### config.mk
export PLATFORM = sky130hd
export DESIGN_NAME = signed_divider32
export DESIGN_NICKNAME = d
export VERILOG_FILES = /design/src/rtl/signed_divider32.sv
export SDC_FILE = /design/constraint.sdc
export NUM_CORES = 1
export LEC_CHECK = 0
export CAP_MARGIN = 20
export CORE_MARGIN = 2
export CORE_UTILIZATION = 50
export CTS_CLUSTER_DIAMETER = 150
export DETAILED_ROUTE_END_ITERATION = 8
export PLACE_DENSITY_LB_ADDON = 0.08
export SLEW_MARGIN = 40
export SYNTH_ARGS = -nofsm -noshare
export SYNTH_HDL_FRONTEND = slang
export SYNTH_SLANG_ARGS = --single-unit
### constraint.sdc
create_clock -name CLK -period 2.4 [get_ports CLK]
set_input_delay 0.48 -clock CLK [delete_from_list [all_inputs] [get_ports CLK]]
set_output_delay 0.48 -clock CLK [all_outputs]
set_load 0.02 [all_outputs]
### src/rtl/signed_divider32.sv
// Signed 32/16 restoring divider with fixed latency.
// Divides a two's-complement dividend by a two's-complement divisor using
// magnitudes, one shift-subtract step per clock, then applies signs and
// saturates the quotient to the divisor width in a final fix-up cycle.
module signed_divider32 #(
    parameter int unsigned NW = 32,
    parameter int unsigned DW = 16
) (
    input  logic          CLK,
    input  logic          RST,
    input  logic          start,
    input  logic [NW-1:0] N,
    input  logic [DW-1:0] D,
    output logic [DW-1:0] Q,
    output logic [DW-1:0] R,
    output logic          busy,
    output logic          done,
    output logic          ovf,
    output logic          dz
);

    localparam int unsigned CW = $clog2(NW);

    // Largest positive and magnitude of most negative quotient, widened to NW.
    localparam logic [NW-1:0] PosMax = {{(NW-DW+1){1'b0}}, {(DW-1){1'b1}}};
    localparam logic [NW-1:0] NegMax = {{(NW-DW){1'b0}}, 1'b1, {(DW-1){1'b0}}};

    localparam logic [DW-1:0] QPosSat = {1'b0, {(DW-1){1'b1}}};
    localparam logic [DW-1:0] QNegSat = {1'b1, {(DW-1){1'b0}}};

    typedef enum logic [1:0] {
        StIdle,
        StDiv,
        StFix
    } state_e;

    state_e          state_q, state_d;
    logic [CW-1:0]   cnt_q, cnt_d;
    logic [NW-1:0]   quo_q, quo_d;     // dividend bits shift out, quotient bits shift in
    logic [DW-1:0]   rem_q, rem_d;     // partial remainder magnitude
    logic [DW-1:0]   dmag_q, dmag_d;
    logic            nsign_q, nsign_d;
    logic            qsign_q, qsign_d;
    logic            dzero_q, dzero_d;

    logic [DW-1:0]   q_q, q_d;
    logic [DW-1:0]   r_q, r_d;
    logic            busy_q, busy_d;
    logic            done_q, done_d;
    logic            ovf_q, ovf_d;
    logic            dz_q, dz_d;

    // Datapath helpers for one restoring step and for operand capture
    logic [DW:0]     rem_shift;
    logic [DW:0]     rem_diff;
    logic            take;
    logic [NW-1:0]   n_mag;
    logic [DW-1:0]   d_mag;

    // Combinational magnitudes and single restoring-division step
    always_comb begin
        n_mag     = N[NW-1] ? -N : N;
        d_mag     = D[DW-1] ? -D : D;
        rem_shift = {rem_q, quo_q[NW-1]};
        rem_diff  = rem_shift - {1'b0, dmag_q};
        take      = (rem_shift >= {1'b0, dmag_q});
    end

    // Next-state logic for the FSM, datapath and result registers
    always_comb begin
        state_d = state_q;
        cnt_d   = cnt_q;
        quo_d   = quo_q;
        rem_d   = rem_q;
        dmag_d  = dmag_q;
        nsign_d = nsign_q;
        qsign_d = qsign_q;
        dzero_d = dzero_q;
        q_d     = q_q;
        r_d     = r_q;
        busy_d  = busy_q;
        done_d  = 1'b0;
        ovf_d   = ovf_q;
        dz_d    = dz_q;

        unique case (state_q)
            StIdle: begin
                if (start) begin
                    quo_d   = n_mag;
                    rem_d   = '0;
                    dmag_d  = d_mag;
                    nsign_d = N[NW-1];
                    qsign_d = N[NW-1] ^ D[DW-1];
                    dzero_d = (D == '0);
                    cnt_d   = '0;
                    busy_d  = 1'b1;
                    state_d = StDiv;
                end
            end

            StDiv: begin
                // A zero divisor still runs the full loop to keep latency fixed
                quo_d = {quo_q[NW-2:0], take};
                rem_d = take ? rem_diff[DW-1:0] : rem_shift[DW-1:0];
                cnt_d = cnt_q + CW'(1);
                if (cnt_q == CW'(NW - 1)) begin
                    state_d = StFix;
                end
            end

            StFix: begin
                busy_d  = 1'b0;
                done_d  = 1'b1;
                state_d = StIdle;
                if (dzero_q) begin
                    q_d   = nsign_q ? QNegSat : QPosSat;
                    r_d   = '0;
                    ovf_d = 1'b0;
                    dz_d  = 1'b1;
                end else begin
                    dz_d = 1'b0;
                    // Remainder follows the dividend sign; negating zero stays zero
                    r_d  = nsign_q ? -rem_q : rem_q;
                    if (qsign_q) begin
                        // Magnitude of exactly 2^(DW-1) is representable when negative
                        if (quo_q > NegMax) begin
                            q_d   = QNegSat;
                            ovf_d = 1'b1;
                        end else begin
                            q_d   = -quo_q[DW-1:0];
                            ovf_d = 1'b0;
                        end
                    end else begin
                        if (quo_q > PosMax) begin
                            q_d   = QPosSat;
                            ovf_d = 1'b1;
                        end else begin
                            q_d   = quo_q[DW-1:0];
                            ovf_d = 1'b0;
                        end
                    end
                end
            end

            default: begin
                state_d = StIdle;
                busy_d  = 1'b0;
            end
        endcase
    end

    // State register with synchronous reset that also clears the datapath
    always_ff @(posedge CLK) begin
        if (RST) begin
            state_q <= StIdle;
            cnt_q   <= '0;
            quo_q   <= '0;
            rem_q   <= '0;
            dmag_q  <= '0;
            nsign_q <= 1'b0;
            qsign_q <= 1'b0;
            dzero_q <= 1'b0;
            q_q     <= '0;
            r_q     <= '0;
            busy_q  <= 1'b0;
            done_q  <= 1'b0;
            ovf_q   <= 1'b0;
            dz_q    <= 1'b0;
        end else begin
            state_q <= state_d;
            cnt_q   <= cnt_d;
            quo_q   <= quo_d;
            rem_q   <= rem_d;
            dmag_q  <= dmag_d;
            nsign_q <= nsign_d;
            qsign_q <= qsign_d;
            dzero_q <= dzero_d;
            q_q     <= q_d;
            r_q     <= r_d;
            busy_q  <= busy_d;
            done_q  <= done_d;
            ovf_q   <= ovf_d;
            dz_q    <= dz_d;
        end
    end

    assign Q    = q_q;
    assign R    = r_q;
    assign busy = busy_q;
    assign done = done_q;
    assign ovf  = ovf_q;
    assign dz   = dz_q;

endmodule

* Word level (Yosys, flattened, before mapping)
Index checks and enable logic that the tools add are counted.
** Word-level totals
- Flip-flop bits (word level) :: 110
- Input port bits :: 51
** Operators by class
- Add/sub/neg operators :: 6
- $lt $le $gt $ge :: 3
- Eq/ne operators :: 5
- Muxes and demuxes :: 27
- Bitwise operators :: 2
- Reductions and logical operators :: 7
** Operators by type and width (number)
- $mux W16 :: 10
- $mux W32 :: 2
- $pmux W32 S2 :: 1
- $neg A16 Y16 :: 3
- $gt A32 B15 Y1 const B :: 1
- $gt A32 B16 Y1 const B :: 1
- $neg A32 Y32 :: 1
- $pmux W16 S2 :: 1
- $ge A17 B16 Y1 :: 1
- $logic_not A16 Y1 :: 1
- $sub A16 B16 Y16 :: 1
- $pmux W5 S2 :: 1
- $reduce_and A2 Y1 :: 4
- $mux W1 :: 7
- $add A5 B1 Y5 const B :: 1
- $eq A5 B5 Y1 const B :: 1
- $mux W5 :: 1
- $mux W2 :: 2
- $ne A2 B2 Y1 const B :: 2
- $pmux W2 S2 :: 1
- $eq A2 B1 Y1 const B :: 1
- $eq A2 B2 Y1 const B :: 1
- $logic_not A2 Y1 :: 1
- $pmux W1 S2 :: 1
- 3 further kinds :: 3

* Logic depth before layout (Yosys ltp)
- Word-level depth :: 4
- Gate-level depth with buffers :: 10
- Depth with buffers taken out :: 10

* Worst setup path before layout
No wires, ideal clock.
- Path kind :: register -> register
- From :: register quo_q[31]
- To :: register rem_q[14]
- Library setup time :: 135 ps
- Arrival :: 2316 ps
- Slack :: -52 ps
- Cell stages (with the launch flop) :: 11
- Buffers on the path :: 0
- Period minus slack after synthesis :: 2452 ps
- Path through :: dfxtp_1 -> inv_1 -> ha_1 -> inv_1 -> fa_1 -> a211oi_1 -> o21bai_1 -> a221oi_2 -> mux2i_1 -> a2111oi_0 -> o211ai_1
** On the way
- Longest elaborated chain between the ends :: 3
- Elaborated cells between the ends (all ways) :: 4
** RTL lines
- start: declaration :: RTL line 39 : logic [NW-1:0] quo_q, quo_d;
- start signal: assignment :: RTL line 172 : quo_q <= quo_d;
- $sub A16 B16 Y16 / $ge A17 B16 Y1 (equally long branches) :: RTL line 65, 66
- $mux W16 (*) :: RTL line 104 : rem_d = take ? rem_diff[DW-1:0] : rem_shift[DW-1:0];
- $pmux W16 S2 (*) :: RTL line 86 : unique case (state_q)
- end signal: assignment :: RTL line 173 : rem_q <= rem_d;
- end: declaration :: RTL line 40 : logic [DW-1:0] rem_q, rem_d;
Mark *: on every way between the ends. The rest lies on a longest branch, timed or not.
A chain may end at the register's enable or synchronous reset.

* Final worst setup path
- From :: register dmag_q[14]
- To :: register rem_q[5]
** On the way
- Longest elaborated chain between the ends :: 3
** RTL lines
- start: declaration :: RTL line 41 : logic [DW-1:0] dmag_q, dmag_d;
- start signal: assignment :: RTL line 174 : dmag_q <= dmag_d;
- $ge A17 B16 Y1 :: RTL line 66 : take = (rem_shift >= {1'b0, dmag_q});
- $mux W16 :: RTL line 104
- $pmux W16 S2 :: RTL line 86
No other way between the ends.

==> flow_metrics.env <==
export IMPL_status="complete, no violations"
export IMPL_yosys_most_used_dff="dfxtp_1"
export IMPL_rsz0062_at_grt="true"
export IMPL_finalNonFillerCells=1252
export IMPL_syn_to_final_growth_pct=32.9
export IMPL_startpoint_type="flop"
export IMPL_wl_um=21200
export IMPL_cellPowerDensity_mw_per_mm2=748
export IMPL_num_antenna_cells=0
export IMPL_gr_total_overflow=0
export IMPL_fin_area_mm2=0.00941
export IMPL_htreeDepth=3
export IMPL_seq_area_frac_synth_pct=31.1
export IMPL_worst_r2r_endpoint="rem_q[5]$_SDFFE_PP0P_"
export IMPL_cts_made_buffers=9
export IMPL_n_fill_cell=1199
export IMPL_syn_num_nets=976
export IMPL_slew_viol_final=0
export IMPL_dp_slack_ns=-0.375
export IMPL_antenna_left=0
export IMPL_worst_pin_slew_ns=0.590
export IMPL_antenna_found_initial=0
export IMPL_path_clk_slew_ns=0.07
export IMPL_period_needed_ns=2.40
export IMPL_syn_inst=902
export IMPL_grt_max_degree=77
export IMPL_syn_area_per_cell_um2=7.85
export IMPL_hold_path_endpoint="ovf$_SDFFE_PP0P_"
export IMPL_grt_pass1_wl_um=33700
export IMPL_cp_end_kind="flop"
export IMPL_wl_per_cell_um=16.9
export IMPL_layout_commonest_cell="buf_4"
export IMPL_drt_iter0_drc=529
export IMPL_ioPinCount=87
export IMPL_wl_met1_um=9900
export IMPL_p_total_mw=7.03
export IMPL_max_freq_mhz=417
export IMPL_synth_cell_types=71
export IMPL_first_global_vias=6908
export IMPL_hold_ws_ns=0.456
export IMPL_core_area_mm2=0.0139
export IMPL_rr_worst_depth=8
export IMPL_hold_class="flop to flop"
export IMPL_cts_tree="built"
export IMPL_clock_sinks=110
export IMPL_fin_crit_sh_pct=99.9
export IMPL_final_cell_mix="126 x buf_4, 106 x dfxtp_1, 85 x clkdlybuf4s50_1"
export IMPL_drtPass1Iterations=5
export IMPL_finalHoldViolCount=0
export IMPL_port_buffers=86
export IMPL_cp_max_fo=7
export IMPL_vias=7445
export IMPL_arrival_ns=2.63
export IMPL_place_area_mm2=0.00887
export IMPL_top_layer="met4"
export IMPL_hold_path_depth=2
export IMPL_dp_hpwl_um=15900
export IMPL_rows=43
export IMPL_grt_total_usage_pct=27.5
export IMPL_gp_congestion=0.894
export IMPL_avgViaCountPerCell=5.95
export IMPL_finalSetupViolCount=0
export IMPL_dieArea_mm2=0.0151
export IMPL_dr_wl_met3_um=1160
export IMPL_clk_latency_ns=0.35
export IMPL_fin_ws_ns=0.00345
export IMPL_worstHoldStart="ovf$_SDFFE_PP0P_"
export IMPL_relSlewSlack_pct=60.7
export IMPL_cts_buffer_depth=2
export IMPL_drive_gt1_share_pct=18.6
export IMPL_synth_async_reset_ratio_pct=0
export IMPL_nNetsFinal=1141
export IMPL_skew_ns=0.00705
export IMPL_die_h_um=123
export IMPL_yosysWarnings=0
export IMPL_start_util_pct=51.0
export IMPL_ys_ff_latch=110
export IMPL_p_leak_nw=3.67
export IMPL_path_class="flop to flop"
export IMPL_wl_met2_um=9810
export IMPL_placed_cells=1229
export IMPL_worst_r2r_setup_slack_ns=0.003
export IMPL_clockRootBuffer="clkbuf_16"
export IMPL_max_cap_violations=0
export IMPL_synthesis_area_mm2=0.00708
export IMPL_hold_buffers=0
export IMPL_rr_startpoint="dmag_q[14]$_SDFFE_PP0P_"
export IMPL_die_x_um=123
export IMPL_peakVddDrop_uv=419
export IMPL_crit_required_ns=2.63
export IMPL_drc=0
export IMPL_synth_edf_count=0
-- cells in the mapped netlist, drive strengths merged (5+ instances only) --
| cell | n | area (um^2) |
|---|---|---|
| buf | 14 | 58.8 |
| or2 | 5 | 31.3 |
| o31a | 5 | 43.8 |
| o21a | 5 | 37.5 |
| o211a | 5 | 50.1 |
| nor2 | 84 | 315 |
| nor2b | 8 | 50.1 |
| nor4 | 15 | 130 |
| inv | 32 | 120 |
| and2 | 5 | 31.3 |
| o21ai | 38 | 190 |
| a211oi | 17 | 133 |
| or3 | 12 | 75.1 |
| ha | 22 | 275 |
| nand3 | 27 | 135 |
| o2111ai | 10 | 87.6 |
| o22ai | 21 | 131 |
| a21oi | 61 | 305 |
| dfxtp | 110 | 2200 |
| nand3b | 8 | 60.1 |
| o211ai | 12 | 95.1 |
| xor2 | 40 | 350 |
| a31oi | 7 | 43.8 |
| a22oi | 34 | 255 |
| a311oi | 6 | 52.6 |
| nand2 | 83 | 312 |
| xnor2 | 28 | 245 |
| or4 | 9 | 67.6 |
| and3 | 7 | 43.8 |
| nand4b | 5 | 43.8 |
| a21o | 6 | 45.0 |
| mux2i | 7 | 70.1 |
| nand4 | 15 | 100 |
| clkbuf | 49 | 184 |
| nor3 | 20 | 100 |
| nand2b | 13 | 81.3 |
| o31ai | 18 | 145 |
-- area by class of cell --
| type | count | area [um^2] | share of cell area [%] |
|---|---|---|---|
| Clock buffer | 11 | 243 | 2.58 |
| Clock inverter | 5 | 35.0 | 0.372 |
| Inverter | 32 | 123 | 1.30 |
| Multi-Input combinational cell | 697 | 4720 | 50.1 |
| Sequential cell | 110 | 2210 | 23.5 |
| Tap cell | 180 | 225 | 2.39 |
| Timing Repair Buffer | 217 | 1860 | 19.8 |
-- power by group --
group / internal, mW / total (mW) / switching, mW
logic: 1.62 / 3.50 / 1.88
registers: 1.95 / 2.10 / 0.145
clock network: 0.733 / 1.43 / 0.702
total: 4.31 / 7.03 / 2.73
-- registers in the layout, indices dropped and copies added (netlist names), 2 cells and up --
register and count:
rem_q 16, R 16, state_q 2, quo_q 32
dmag_q 16, Q 16, cnt_q 5
-- worst max path at each step --
stage                                  startpoint                     end  slack [ns]  depth (start not counted)
after floorplan            quo_q[31]$_SDFFE_PP0P_  rem_q[14]$_SDFFE_PP0P_        0.02                         10
after global placement                      N[14]  quo_q[27]$_SDFFE_PP0P_       -0.30                          7
after detailed placement                    N[14]  quo_q[27]$_SDFFE_PP0P_       -0.37                          7
after CTS                  quo_q[31]$_SDFFE_PP0P_  rem_q[12]$_SDFFE_PP0P_      -0.005                         11
after global routing       quo_q[31]$_SDFFE_PP0P_  rem_q[14]$_SDFFE_PP0P_       -0.14                         10
final                     dmag_q[14]$_SDFFE_PP0P_   rem_q[5]$_SDFFE_PP0P_       0.003                          8
-- metal layers --
metal,vias to the layer above,track usage [%]
li1,3657,-
met1,3511,38.5
met2,244,44.6
met3,33,3.69
met4,0,7.60
met5,-,0
-- critical path, cell delays in order, from the launching register on --
cell and delay, ns:
dfxtp_1 0.35, inv_2 0.09, ha_4 0.29, nand4b_1 0.19, or4_4 0.55, o211ai_4 0.23
buf_6 0.16, o21ai_1 0.09, a311o_1 0.32
-- repair_timing --
item                                    4_1_cts  5_1_grt
resized for setup                            15       34
hold endpoints to repair                      0        0
cloned                                        0        1
endpoints found under the setup margin       10       16
buffers inserted                              1        5
pin swaps                                    11       16
-- cell families after synthesis --
| logic type | Yosys count | share of synthesized area [%] |
|---|---|---|
| buf+inv | 95 | 5.12 |
| simple gates | 322 | 23.0 |
| mux | 7 | 0.989 |
| compound gates | 277 | 27.2 |
| xor+xnor | 68 | 8.41 |
| fa+ha+maj | 23 | 4.17 |
| flops | 110 | 31.1 |
-- through the flow --
step	utilization, %	setup TNS [ns]
finish	67.8	0
global route	67.8	-0.269
CTS	66.4	-0.00543
detailed placement	63.9	-3.84
global placement	63.9	-2.39
floorplan	-	0
Power figures use the tool's default switching activity.
